--- src/rtl/arrhythmia_infer_ctrl_if.sv ---
// ---------------------------------------------------------------------------
// arrhythmia_infer_ctrl_if
// Sample-in / result-out handshake bundle for arrhythmia_infer_ctrl.
//   in_valid  : producer has a sample on in_x
//   in_ready  : controller will accept the sample on the next rising edge
//   in_x      : 10-element sample, BITSIZE bits per element
//   out_valid : result FIFO head is valid
//   out_ready : consumer takes the head on the next rising edge
//   out_y     : 2-element result at the FIFO head
//   out_class : 1 when element 1 of out_y is greater than element 0
// Modports: slave = the controller, master = producer/consumer side.
// ---------------------------------------------------------------------------
interface arrhythmia_infer_ctrl_if #(
  parameter int BITSIZE = 16
);
  logic                  in_valid;
  logic                  in_ready;
  logic [BITSIZE*10-1:0] in_x;
  logic                  out_valid;
  logic                  out_ready;
  logic [BITSIZE*2-1:0]  out_y;
  logic                  out_class;

  modport slave (
    input  in_valid, in_x, out_ready,
    output in_ready, out_valid, out_y, out_class
  );

  modport master (
    output in_valid, in_x, out_ready,
    input  in_ready, out_valid, out_y, out_class
  );
endinterface

--- src/rtl/arrhythmia_infer_ctrl.sv ---
// ---------------------------------------------------------------------------
// arrhythmia_infer_ctrl
// Flow-control wrapper around the fixed-latency arrhythmia inference
// datapath. Samples are issued to the datapath on dp_x; a token shift
// register marks which cycles carry a live sample, and dp_y is captured into
// a first-word-fall-through result FIFO when the token reaches the end.
// A credit counter (free FIFO slots minus samples in flight) gates in_ready,
// so every issued sample is guaranteed a FIFO slot under back-pressure.
//
// Ports:
//   clk        : system clock, rising edge
//   reset      : asynchronous active-low reset
//   bus        : sample/result handshake (slave modport)
//   flush      : synchronous abort of in-flight and buffered results
//   dp_x       : registered datapath input (holds between accepts)
//   dp_y       : datapath output, valid LATENCY edges after dp_x update
//   busy       : any token in flight or FIFO non-empty
//   perf_*_cnt : saturating accept/pop/stall counters, present only when
//                ARR_PERF_CNT_EN is defined
//
// Optional feature macro: ARR_PERF_CNT_EN
// ---------------------------------------------------------------------------
module arrhythmia_infer_ctrl #(
  parameter int BITSIZE    = 16,
  parameter int LATENCY    = 24,
  parameter int FIFO_DEPTH = 32
) (
  input  logic                   clk,
  input  logic                   reset,
  arrhythmia_infer_ctrl_if.slave bus,
  input  logic                   flush,
  output logic [BITSIZE*10-1:0]  dp_x,
  input  logic [BITSIZE*2-1:0]   dp_y,
  output logic                   busy
`ifdef ARR_PERF_CNT_EN
  ,
  output logic [31:0]            perf_in_cnt,
  output logic [31:0]            perf_out_cnt,
  output logic [31:0]            perf_stall_cnt
`endif
);

  localparam int AW = $clog2(FIFO_DEPTH);
  localparam int PW = AW + 1;
  localparam int CW = $clog2(FIFO_DEPTH + 1);
  localparam logic [CW-1:0] CREDIT_MAX = CW'(FIFO_DEPTH);

  logic [LATENCY-1:0]    tok_q, tok_d;
  logic [BITSIZE*10-1:0] dp_x_q, dp_x_d;
  logic [PW-1:0]         wr_ptr_q, wr_ptr_d;
  logic [PW-1:0]         rd_ptr_q, rd_ptr_d;
  logic [CW-1:0]         credit_q, credit_d;
  logic [BITSIZE*2-1:0]  mem [FIFO_DEPTH];

  logic                  in_ready;
  logic                  accept;
  logic                  pop;
  logic                  push;
  logic                  fifo_empty;
  logic                  fifo_full;
  logic [BITSIZE*2-1:0]  head;

  // Sign-magnitude a > b; a zero magnitude counts as non-negative so that
  // +0 and -0 compare equal.
  function automatic logic sm_gt(input logic [BITSIZE-1:0] a,
                                 input logic [BITSIZE-1:0] b);
    logic [BITSIZE-2:0] ma;
    logic [BITSIZE-2:0] mb;
    logic               na;
    logic               nb;
    logic               r;
    ma = a[BITSIZE-2:0];
    mb = b[BITSIZE-2:0];
    na = a[BITSIZE-1] && (ma != '0);
    nb = b[BITSIZE-1] && (mb != '0);
    if (na != nb) r = nb;
    else if (na)  r = (ma < mb);
    else          r = (ma > mb);
    return r;
  endfunction

  always_comb begin
    fifo_empty = (wr_ptr_q == rd_ptr_q);
    fifo_full  = (wr_ptr_q[AW-1:0] == rd_ptr_q[AW-1:0]) &&
                 (wr_ptr_q[AW] != rd_ptr_q[AW]);

    // reset is folded in so in_ready is low while reset is held, even
    // though the credit register already sits at its full value.
    in_ready = reset && (credit_q != '0) && !flush;
    accept   = bus.in_valid && in_ready;
    pop      = !fifo_empty && bus.out_ready && !flush;
    push     = tok_q[LATENCY-1] && !flush;

    tok_d  = flush ? '0 : {tok_q[LATENCY-2:0], accept};
    dp_x_d = accept ? bus.in_x : dp_x_q;

    wr_ptr_d = wr_ptr_q;
    rd_ptr_d = rd_ptr_q;
    credit_d = credit_q;
    if (flush) begin
      wr_ptr_d = '0;
      rd_ptr_d = '0;
      credit_d = CREDIT_MAX;
    end else begin
      if (push) wr_ptr_d = wr_ptr_q + PW'(1);
      if (pop)  rd_ptr_d = rd_ptr_q + PW'(1);
      // Credit covers both FIFO occupancy and samples still in the pipe,
      // so it moves on accept/pop only, never on capture.
      if (accept && !pop)      credit_d = credit_q - CW'(1);
      else if (pop && !accept) credit_d = credit_q + CW'(1);
    end

    head = mem[rd_ptr_q[AW-1:0]];
  end

  always_ff @(posedge clk or negedge reset) begin
    if (!reset) begin
      tok_q    <= '0;
      dp_x_q   <= '0;
      wr_ptr_q <= '0;
      rd_ptr_q <= '0;
      credit_q <= CREDIT_MAX;
    end else begin
      tok_q    <= tok_d;
      dp_x_q   <= dp_x_d;
      wr_ptr_q <= wr_ptr_d;
      rd_ptr_q <= rd_ptr_d;
      credit_q <= credit_d;
    end
  end

  // Storage needs no reset: the head is masked while the FIFO is empty.
  always_ff @(posedge clk) begin
    if (push) mem[wr_ptr_q[AW-1:0]] <= dp_y;
  end

  assign bus.in_ready  = in_ready;
  assign bus.out_valid = !fifo_empty;
  assign bus.out_y     = fifo_empty ? '0 : head;
  assign bus.out_class = !fifo_empty &&
                         sm_gt(head[2*BITSIZE-1:BITSIZE], head[BITSIZE-1:0]);
  assign dp_x          = dp_x_q;
  assign busy          = (|tok_q) || !fifo_empty;

  // Credit accounting makes a capture into a full FIFO impossible.
  a_no_overflow: assert property (@(posedge clk) disable iff (!reset)
                                  !(push && fifo_full));

`ifdef ARR_PERF_CNT_EN
  logic [31:0] perf_in_q, perf_in_d;
  logic [31:0] perf_out_q, perf_out_d;
  logic [31:0] perf_stall_q, perf_stall_d;
  logic        stall;

  always_comb begin
    stall        = !fifo_empty && !bus.out_ready;
    perf_in_d    = perf_in_q;
    perf_out_d   = perf_out_q;
    perf_stall_d = perf_stall_q;
    if (accept && (perf_in_q != '1))     perf_in_d    = perf_in_q + 32'd1;
    if (pop && (perf_out_q != '1))       perf_out_d   = perf_out_q + 32'd1;
    if (stall && (perf_stall_q != '1))   perf_stall_d = perf_stall_q + 32'd1;
  end

  always_ff @(posedge clk or negedge reset) begin
    if (!reset) begin
      perf_in_q    <= '0;
      perf_out_q   <= '0;
      perf_stall_q <= '0;
    end else begin
      perf_in_q    <= perf_in_d;
      perf_out_q   <= perf_out_d;
      perf_stall_q <= perf_stall_d;
    end
  end

  assign perf_in_cnt    = perf_in_q;
  assign perf_out_cnt   = perf_out_q;
  assign perf_stall_cnt = perf_stall_q;
`endif

endmodule

--- src/flat_wrapper.sv ---
// flat-port wrapper written by rule: the top's interface ports become plain ports
module arrhythmia_infer_ctrl_flat 
#(
  parameter int BITSIZE    = 16,
  parameter int LATENCY    = 24,
  parameter int FIFO_DEPTH = 32
)
  (clk, reset, flush, dp_x, dp_y, busy, bus_in_valid, bus_in_x, bus_out_ready, bus_in_ready, bus_out_valid, bus_out_y, bus_out_class);
  arrhythmia_infer_ctrl_if #(.BITSIZE(BITSIZE)) bus_i ();
  input  logic clk;
  input  logic reset;
  input  logic flush;
  output logic [BITSIZE*10-1:0] dp_x;
  input  logic [BITSIZE*2-1:0] dp_y;
  output logic busy;
  input wire logic [$bits(bus_i.in_valid)-1:0] bus_in_valid;
  input wire logic [$bits(bus_i.in_x)-1:0] bus_in_x;
  input wire logic [$bits(bus_i.out_ready)-1:0] bus_out_ready;
  output wire logic [$bits(bus_i.in_ready)-1:0] bus_in_ready;
  output wire logic [$bits(bus_i.out_valid)-1:0] bus_out_valid;
  output wire logic [$bits(bus_i.out_y)-1:0] bus_out_y;
  output wire logic [$bits(bus_i.out_class)-1:0] bus_out_class;
  assign bus_i.in_valid = bus_in_valid;
  assign bus_i.in_x = bus_in_x;
  assign bus_i.out_ready = bus_out_ready;
  assign bus_in_ready = bus_i.in_ready;
  assign bus_out_valid = bus_i.out_valid;
  assign bus_out_y = bus_i.out_y;
  assign bus_out_class = bus_i.out_class;
  arrhythmia_infer_ctrl #(.BITSIZE(BITSIZE), .LATENCY(LATENCY), .FIFO_DEPTH(FIFO_DEPTH)) u_core (.clk(clk), .reset(reset), .bus(bus_i), .flush(flush), .dp_x(dp_x), .dp_y(dp_y), .busy(busy));
endmodule
--- config.mk ---
export PLATFORM = sky130hd
export DESIGN_NAME = arrhythmia_infer_ctrl_flat
export DESIGN_NICKNAME = d
export VERILOG_FILES = /design/src/rtl/arrhythmia_infer_ctrl_if.sv /design/src/rtl/arrhythmia_infer_ctrl.sv /design/src/flat_wrapper.sv
export SDC_FILE = /design/constraint.sdc
export NUM_CORES = 1
export LEC_CHECK = 0
export CORE_ASPECT_RATIO = 1.5
export CORE_MARGIN = 1.5
export CORE_UTILIZATION = 55
export DETAILED_ROUTE_END_ITERATION = 6
export GPL_TIMING_DRIVEN = 0
export PLACE_DENSITY_LB_ADDON = 0.25
export SLEW_MARGIN = 10
export SYNTH_ARGS = -nofsm -noshare
export SYNTH_HDL_FRONTEND = slang
export SYNTH_SLANG_ARGS = --single-unit
--- constraint.sdc ---
create_clock -name clk -period 5.85 [get_ports clk]
set_clock_uncertainty 0.2 [all_clocks]
set_input_delay 1.755 -clock clk [delete_from_list [all_inputs] [get_ports clk]]
set_output_delay 1.755 -clock clk [all_outputs]
set_load 0.005 [all_outputs]
==> results of run 1 <==
## state kept, by name (all words and copies together), names as in the netlist
register / flops
u_core.mem: 1024
u_core.dp_x: 160
u_core.tok_q: 24
u_core.credit_q: 6
u_core.rd_ptr_q: 6
u_core.wr_ptr_q: 6
## power by group through the flow
stage                     Sequential (mW)  Combinational (mW)  Clock [mW]
after floorplan                      10.0               0.210           0
after global placement               10.0                1.05           0
after detailed placement             10.0                1.07           0
after CTS                            9.84                1.08        7.64
after global routing                 9.86                1.15        7.94
final                                9.84                1.08        7.62
## path summary, 6_finish.rpt
path,endpoint,slack (ns),depth (start not counted)
worst max-delay path,bus_out_class,-0.86,17
max in group asynchronous,u_core.credit_q[5]$_DFFE_PN1P_,3.61,2
worst min-delay path,u_core.dp_x[1]$_DFFE_PN0N_,0.27,2
min in group asynchronous,u_core.dp_x[7]$_DFFE_PN0N_,0.82,1
worst max register to register,u_core.credit_q[5]$_DFFE_PN1P_,1.76,17
worst min register to register,u_core.dp_x[1]$_DFFE_PN0N_,0.27,2
## worst register-to-register path, cell delays in order, from the launching register on
cell	delay, ns
sky130_fd_sc_hd__dfrtp_2	0.42
sky130_fd_sc_hd__buf_12	0.15
sky130_fd_sc_hd__buf_6	0.13
sky130_fd_sc_hd__buf_16	0.14
sky130_fd_sc_hd__xnor2_1	0.14
sky130_fd_sc_hd__nand4_1	0.13
sky130_fd_sc_hd__nor3_2	0.41
sky130_fd_sc_hd__nor2b_1	0.09
sky130_fd_sc_hd__clkbuf_1	0.22
sky130_fd_sc_hd__nor2_1	0.45
sky130_fd_sc_hd__ha_1	0.34
sky130_fd_sc_hd__a21o_1	0.15
sky130_fd_sc_hd__a21oi_1	0.24
sky130_fd_sc_hd__o21bai_1	0.10
sky130_fd_sc_hd__a21oi_1	0.20
sky130_fd_sc_hd__mux2i_1	0.25
sky130_fd_sc_hd__xor2_1	0.17
sky130_fd_sc_hd__nand2b_1	0.07
## cell usage after synthesis (all sizes together), types with 10 or more instances
library cell / count
edfxtp: 1024
nand2: 533
dfrtp: 201
a211oi: 10
buf: 58
inv: 13
a21oi: 35
nor2: 87
o21ai: 43
ha: 24
a22oi: 17
and2: 16
o221ai: 20
xnor2: 12
nor2b: 31
a221oi: 39
mux2i: 134
clkbuf: 83
o22ai: 25
nand4: 15
mux4: 200
## metrics by stage
step,util,cells,worst slack [ns],power (mW)
3_3_place_gp,0.6197,4236,-6.227,11.06
3_5_place_dp,0.6400,4297,-2.426,11.10
6_report,0.7056,4570,-0.8623,18.54
2_1_floorplan,-,2714,0.2945,10.21
5_1_grt,0.7054,4563,-0.9716,18.95
4_1_cts,0.7045,4562,-0.7325,18.56
## kinds of logic after synthesis
logic type               count (synthesis)
buffers and inverters                  154
multiplexers                           342
XOR/XNOR                                19
AND/OR/NAND/NOR                        734
AO/OA/AOI/OAI                          214
flip-flops                            1226
adder cells (fa/ha/maj)                 25
## routing by layer
layer | vias to the layer above | global-route usage
li1 | 11745 | -
met1 | 14770 | 0.4050
met2 | 2320 | 0.5893
met3 | 613 | 0.09526
met4 | 8 | 0.2588
met5 | - | 0
## what timing repair did
item / 4_1_cts / 5_1_grt
hold buffers: 0 / 0
resized for setup: 303 / 22
buffers inserted: 61 / 1
endpoints found under the setup margin: 34 / 12
cloned: 5 / 0
pin swaps: 27 / 2
## area by class of cell
class                      count  area, um2
fill                        5171      25090
timing repair buffer         520       6096
clock inverter                68      863.3
clock buffer                 132       2897
antenna                        7      17.52
buffer                       140       1420
tap                         1130       1414
inverter                      13      53.80
sequential                  1226      35810
multi-input combinational   1334      11570
==> out/results.env, run 1 <==
OUTCOME='finished, violations left'
FAILED_CHECKS='setup timing'
MAPPEDNETLISTNETS=2936
CTS_MADE_BUFFERS=109
GRT_USAGE=0.3580
HOLDCRITPATHCLASS='reg2reg'
SMALLEST_HOLD_SLACK_NS=0.2743
TIGHTEST_SLEW_NS=1.182
SYNTH_AREA_LEADERS='sky130_fd_sc_hd__edfxtp_1 65%, sky130_fd_sc_hd__dfrtp_1 11%, sky130_fd_sc_hd__mux4_2 9.5%'
WORST_HOLD_STARTPOINT='u_core.dp_x[1]$_DFFE_PN0N_'
WORSTPATHREQUIRED_NS=3.89
TIMING.MAX_CAP.VIOLATIONS=0
CLKSLEWWORSTSETUPHOLDPATHS_NS=0.07
GRT.OVERFLOW.TOTAL=0
MET3_ROUTED_WL_MM=17.67
FINAL_ANT_VIOL_NETS=0
GRT_SETUP_UNREPAIRED='true'
TIMING.SLEW.HEADROOM=0.2093
DESIGN.PORTCOUNT=393
POWER.COMBINATIONAL.FRACTION=0.058
DETAIL_ROUTE.DRC_VIOLATIONS=0
MAXSLEWVIOLCOUNT=0
FINALHOLDVIOLATIONS=0
WORSTPATHCELLLIST='buf_6 -> buf_4 -> buf_4 -> nor2_4 -> buf_4 -> buf_4 -> a22oi_1 -> nand2_1 -> a21oi_2 -> ha_1 -> o21ai_0 -> a21oi_2 -> a211oi_2 -> o211ai_1 -> nor4_2 -> a221oi_2 -> buf_4'
FIRST_GLOBAL_VIAS=29916
P_SW_mW=3.901
PLACEMENTROWS=131
END_KIND='output pin'
AVGVIACOUNTPERCELL=6.446
SYN_INST=2714
SETUP_TNS_NS=-0.9921
ANTENNA_FOUND_INITIAL=8
SYNTHSIMPLEGATEAREAFRAC=0.06435
WORST_SKEW_PAIR.LATE_LATENCY_NS=0.71
FINISH.INSTANCE_AREA_MM2=0.06014
REG_TO_REG_START='u_core.rd_ptr_q[0]$_DFFE_PN0P_'
NUMPORTBUFFERS=392
CP_MAX_FO=10
DETAILEDROUTE.FIRSTITERATIONVIOLATIONS=3956
CLOCK_PATH_BUFFERS=3
YS.WARNINGS.COUNT=0
M1WIRELENGTH_MM=50.44
POSTSYNTH.ASYNCRESETSHARE=0.1648
GRT_PASS1_WL_MM=217.5
CRITICAL_PATH_CLASS='reg2out'
TRITONCTS='built'
CPMOSTUSEDCELL='sky130_fd_sc_hd__buf_4'
SYNTH_COMPOUND_GATE_AREA_SHARE=0.03096
VIAS=29456
CRITICAL_PATH.TOP_DELAY_FAMILY='compound AO/OA/AOI/OAI gates'
YOSYS.AREA_SHARE.ADDER=0.006746
CTS-ROOT-BUF='sky130_fd_sc_hd__clkbuf_16'
DIE-WIDTH_UM=242.9
GPL.FINAL_WEIGHTED_CONGESTION=0.9466
POST_DP_CELL_AREA_MM2=0.05455
PERIOD_MINUS_SLACK_NS=6.712
POST_SYNTH_MUX_AREA_SHARE=0.1250
CRITICAL_PATH.SLOWEST_CELL='sky130_fd_sc_hd__dfrtp_2'
P_LEAK_nW=20.68
IRDROPWORSTVDD_mV=0.2729
CRIT_PATH_START_KIND='flop'
DRT_PRE_ANTENNA_ITERS=6
WORSTSETUPSTARTPOINT='u_core.rd_ptr_q[2]$_DFFE_PN0P_'
MAPPEDNETLISTAREA_MM2=0.04748
MAXIMUM_NUMBER_OF_PINS_ON_ONE_NET_BEFORE_GLOBAL_ROUTE_REPAIR=86
LAYOUT.CELLS.MOST_COMMON='sky130_fd_sc_hd__edfxtp_1'
CRITICAL_PATH_ARRIVAL_NS=4.76
LAYOUT-DRIVE-GT1-SHARE=0.2065
POWER.SEQUENTIAL.FRACTION=0.531
SYNTHESIS.AREA_PER_INSTANCE_UM2=17.50
FINAL_HPWL_FROM_DETAILED_PLACEMENT_MM=104.3
CP.BUFFERS_INVERTERS=6
NNETSFINAL=3566
P_CLK_FRAC=0.411
SYNTH_TOP_AREA_FRAC=0.6476
POWER_DENSITY_OVER_THE_CELLS_mW_PER_MM2=308.3
MAIN_COMBINATIONAL_CELL_FAMILY_BY_AREA_AFTER_SYNTHESIS='multiplexers'
HIGHEST-SIGNAL-LAYER='met5'
ROUTE.MET2.WL_MM=75.69
CP_SLOWEST_STAGE_DELAY_NS=0.46
SYNTHTOLAYOUTAREAGROWTH_PCT=26.66
SYNTH-SEQ-AREA-SHARE=0.7541
SYNTHDOMINANTAREACELLTYPE='sky130_fd_sc_hd__edfxtp_1'
CLOCK.FMAX_MHz=149.0
SYNTH_FLOP_CELL='sky130_fd_sc_hd__edfxtp_1'
CTS_HTREE_LEVELS=3
POST_DR_WIRELENGTH_CELL_UM=34.34
NUMBER_OF_ENABLE_TYPE_REGISTER_CELLS_IN_THE_SYNTHESIZED_NETLIST=1024
INITIAL_CELL_DENSITY_OF_THE_CORE=0.5571
FINAL_CRITICAL_PATH_SETUP_SLACK_NS=-0.8623
INTERNAL_POWER_mW=14.64
CORE_MM2=0.08523
YOSYS_CELL_TYPES=58
ROUTE.FINAL.WIRE_LENGTH_MM=156.9
DIE_H_UM=362.9
SYNTH-SEQ-CELLS=1226
PERIOD_SHARE=1.147
DESIGN.DIE.AREA_MM2=0.08814
SETUP_VIOL=2
SWITCHING_SHARE=0.2104
SYNTH_XOR_AREA_FRAC=0.003505
CLOCK_SINKS=1226
COMMONEST_CELLS_AFTER_ROUTING_FILL_AND_TAPS_ASIDE='1,024 x sky130_fd_sc_hd__edfxtp_1, 530 x sky130_fd_sc_hd__nand2_1, 385 x sky130_fd_sc_hd__clkdlybuf4s50_1'
No activity file was read; power rests on OpenSTA's default activity.
==> run 2: changes to the inputs <==
--- a/config.mk
+++ b/config.mk
@@ -5,9 +5,11 @@
 export SDC_FILE = /design/constraint.sdc
 export NUM_CORES = 1
 export LEC_CHECK = 0
-export CORE_ASPECT_RATIO = 1.5
+export CAP_MARGIN = 10
+export CORE_ASPECT_RATIO = 1.2
 export CORE_MARGIN = 1.5
 export CORE_UTILIZATION = 55
+export CTS_BUF_LIST = sky130_fd_sc_hd__clkbuf_8
 export DETAILED_ROUTE_END_ITERATION = 6
 export GPL_TIMING_DRIVEN = 0
 export PLACE_DENSITY_LB_ADDON = 0.25
==> out/results.env, run 2 (same netlist as run 1, synthesis figures left out) <==
OUTCOME='finished, violations left'  # unchanged
FAILED_CHECKS='setup timing'  # unchanged
GRT_USAGE=0.3568  # was 0.3580
CRITICAL_PATH_ARRIVAL_NS=4.94  # was 4.76 ns
CP_SLOWEST_STAGE_DELAY_NS=0.55  # was 0.46 ns
CLOCK_SINKS=1226  # unchanged
FIRST_GLOBAL_VIAS=30185  # was 29,916
DETAIL_ROUTE.DRC_VIOLATIONS=0  # unchanged
IRDROPWORSTVDD_mV=0.1818  # was 0.2729 mV
FILLCELL_TOTAL=5089  # was 5,171
CTS_MADE_BUFFERS=182  # was 109
MULTI_INPUT_AREA_MM2=0.01175  # was 0.01157 mm2
DRT_PRE_ANTENNA_ITERS=6  # unchanged
HOLDBUFCOUNTCTS=0  # unchanged
END_KIND='output pin'  # unchanged
DESIGN.PORTCOUNT=393  # unchanged
P_LEAK_nW=21.27  # was 20.68 nW
DETAILEDROUTE.FIRSTITERATIONVIOLATIONS=4935  # was 3,956
LAYOUT-DRIVE-GT1-SHARE=0.2363  # was 0.2065
LARGEST_REGISTER_FFS=1024  # unchanged
SYNTHTOLAYOUTAREAGROWTH_PCT=27.87  # was 26.66%
FINISH.UTILIZATION=0.7126  # was 0.7056
POST_DP_CELL_AREA_MM2=0.05466  # was 0.05455 mm2
POWER_DENSITY_OVER_THE_CELLS_mW_PER_MM2=292.7  # was 308.3 mW/mm2
CP.BUFFERS_INVERTERS=6  # unchanged
ANTENNA_FOUND_INITIAL=18  # was 8
DIE-WIDTH_UM=271.2  # was 242.9 um
PERIOD_SHARE=1.178  # was 1.147
WORST_SKEW_PAIR.LATE_LATENCY_NS=0.87  # was 0.71 ns
TIMING.MAX_CAP.VIOLATIONS=0  # unchanged
AVGVIACOUNTPERCELL=6.383  # was 6.446
POST_DR_WIRELENGTH_CELL_UM=33.05  # was 34.34 um
DESIGN.DIE.AREA_MM2=0.08811  # was 0.08814 mm2
TIMING.SLEW.HEADROOM=0.2221  # was 0.2093
CRITICAL_PATH.TOP_DELAY_FAMILY='compound AO/OA/AOI/OAI gates'  # unchanged
FINAL-SEQ-AREA_MM2=0.03581  # unchanged
CTS-ROOT-BUF='sky130_fd_sc_hd__clkbuf_8'  # was sky130_fd_sc_hd__clkbuf_16
CRIT_PATH_START_KIND='flop'  # unchanged
FINISH.INSTANCE_AREA_MM2=0.06072  # was 0.06014 mm2
MAXIMUM_NUMBER_OF_PINS_ON_ONE_NET_BEFORE_GLOBAL_ROUTE_REPAIR=107  # was 86
CTS_HTREE_LEVELS=4  # was 3
CORE_MM2=0.08520  # was 0.08523 mm2
CRITICAL_PATH.SLOWEST_CELL='sky130_fd_sc_hd__dfrtp_2'  # unchanged
CRITICAL_PATH_CLASS='reg2out'  # unchanged
GPL.FINAL_WEIGHTED_CONGESTION=0.9367  # was 0.9466
DP_WORST_SETUP_SLACK_NS=-2.442  # was -2.426 ns
TIGHTEST_SLEW_NS=1.163  # was 1.182 ns
PLACEMENTROWS=117  # was 131
GRT.OVERFLOW.TOTAL=0  # unchanged
CLKSLEWWORSTSETUPHOLDPATHS_NS=0.06  # was 0.07 ns
REG2REG_SETUP_SLACK_NS=1.73  # was 1.76 ns
GRT_SETUP_UNREPAIRED='true'  # unchanged
REPORT.POWER.TOTAL_mW=17.77  # was 18.54 mW
NNETSFINAL=3678  # was 3,566
FINAL_ANT_VIOL_NETS=0  # unchanged
PERIOD_MINUS_SLACK_NS=6.891  # was 6.712 ns
VIAS=30372  # was 29,456
CPMOSTUSEDCELL='sky130_fd_sc_hd__buf_16'  # was sky130_fd_sc_hd__buf_4
DIE_H_UM=324.9  # was 362.9 um
CLOCK_PATH_BUFFERS=3  # unchanged
ROUTE.FINAL.WIRE_LENGTH_MM=157.3  # was 156.9 mm
WORSTPATHREQUIRED_NS=3.89  # about the same
LAYOUT.CELLS.MOST_COMMON='sky130_fd_sc_hd__edfxtp_1'  # unchanged
GRT_PASS1_WL_MM=218.5  # was 217.5 mm
INITIAL_CELL_DENSITY_OF_THE_CORE=0.5573  # was 0.5571
WORSTPATHCELLLIST='buf_6 -> buf_16 -> buf_16 -> buf_12 -> buf_16 -> mux4_2 -> a22oi_2 -> a21oi_2 -> a31oi_4 -> ha_4 -> nand2_1 -> nor3_2 -> nand2_1 -> a21oi_2 -> a211oi_2 -> o211ai_1 -> nor4_2 -> a221oi_2 -> buf_2'  # was buf_6 -> buf_4 -> buf_4 -> nor2_4 -> buf_4 -> buf_4 -> a22oi_1 -> nand2_1 -> a21oi_2 -> ha_1 -> o21ai_0 -> a21oi_2 -> a211oi_2 -> o211ai_1 -> nor4_2 -> a221oi_2 -> buf_4
TRITONCTS='built'  # unchanged
CP_MAX_FO=7  # was 10
FINAL_CRITICAL_PATH_SETUP_SLACK_NS=-1.041  # was -0.8623 ns
NUMPORTBUFFERS=392  # unchanged
HOLDCRITPATHCLASS='reg2reg'  # unchanged
FINALHOLDVIOLATIONS=0  # unchanged
COMMONEST_CELLS_AFTER_ROUTING_FILL_AND_TAPS_ASIDE='1,024 x sky130_fd_sc_hd__edfxtp_1, 529 x sky130_fd_sc_hd__nand2_1, 378 x sky130_fd_sc_hd__clkdlybuf4s50_1'  # was 1,024 x sky130_fd_sc_hd__edfxtp_1, 530 x sky130_fd_sc_hd__nand2_1, 385 x sky130_fd_sc_hd__clkdlybuf4s50_1
CLOCK.FMAX_MHz=145.1  # was 149.0 MHz
FINAL_HPWL_FROM_DETAILED_PLACEMENT_MM=102.0  # was 104.3 mm
SETUP_VIOL=5  # was 2
MAXSLEWVIOLCOUNT=0  # unchanged
-- run 2: cell types whose count changed in the layout (fill, tap and decap cells not counted), sizes merged --
cell           previous run  this run
inv                      17        73
clkinv                   40        71
bufbuf                    3         2
dlygate4sd2               2         3
diode                     7        18
clkdlybuf4s15             0         1
buf                     185       230
bufinv                   19        10
clkinvlp                  5         6
dlymetal6s2s              3         7
clkbuf                  214       269
clkdlybuf4s50           385       378
-- run 2: final timing paths --
kind | startpoint | to | cells past startpoint
hold reg to reg | u_core.dp_x[146]$_DFFE_PN0N_ | u_core.dp_x[146]$_DFFE_PN0N_ | 2
setup / recovery | u_core.rd_ptr_q[0]$_DFFE_PN0P_ | bus_out_class | 19
max in group asynchronous | reset | u_core.dp_x[31]$_DFFE_PN0N_ | 2
setup reg to reg | u_core.rd_ptr_q[0]$_DFFE_PN0P_ | u_core.credit_q[5]$_DFFE_PN1P_ | 17
hold / removal | u_core.dp_x[146]$_DFFE_PN0N_ | u_core.dp_x[146]$_DFFE_PN0N_ | 2
min in group asynchronous | reset | u_core.dp_x[125]$_DFFE_PN0N_ | 1
-- run 2: layout make-up --
cell class                 count  share of cell area
sequential                  1226              0.5898
multi-input combinational   1334              0.1934
timing repair buffer         559              0.1070
clock buffer                 191             0.04330
buffer                       140             0.02617
tap                         1130             0.02329
clock inverter               147             0.01539
inverter                      13           0.0008449
antenna                       18           0.0007419
-- run 2: timing repair --
item,CTS,global route
buffers inserted,87,9
cloned,4,0
gates resized for setup,364,48
pin swaps,30,20
setup endpoints to repair,35,23
-- run 2: stage by stage --
stage | setup TNS (ns) | cells | hold WS, ns
3_5_place_dp | -15.46 | 4303 | 0.2608
4_1_cts | -1.264 | 4731 | 0.2765
2_1_floorplan | 0 | 2714 | 0.2647
3_3_place_gp | -3453.71 | 4236 | 0.2584
6_report | -1.496 | 4758 | 0.2741
5_1_grt | -1.924 | 4748 | 0.2886
-- run 2: report_power, final --
part | switching [mW] | leakage [nW] | internal (mW) | total [mW]
Sequential | 0.149 | 11.8 | 9.70 | 9.84
Combinational | 0.478 | 7.49 | 0.577 | 1.06
Clock | 3.38 | 2.01 | 3.50 | 6.87
Total | 4.00 | 21.3 | 13.8 | 17.8
-- run 2: layer usage --
layer	vias up	part of all wire	global-route usage
met4	14	0.062	0.1981
li1	12046	-	-
met1	14993	0.33	0.4354
met3	593	0.14	0.1216
met5	-	0.0020	0
met2	2726	0.47	0.5613
-- run 2: worst min-delay path, delay by kind of cell (launching register included) --
family	cells	cell delay, ns
AND/OR/NAND/NOR	2	0.11
flip-flops	1	0.34
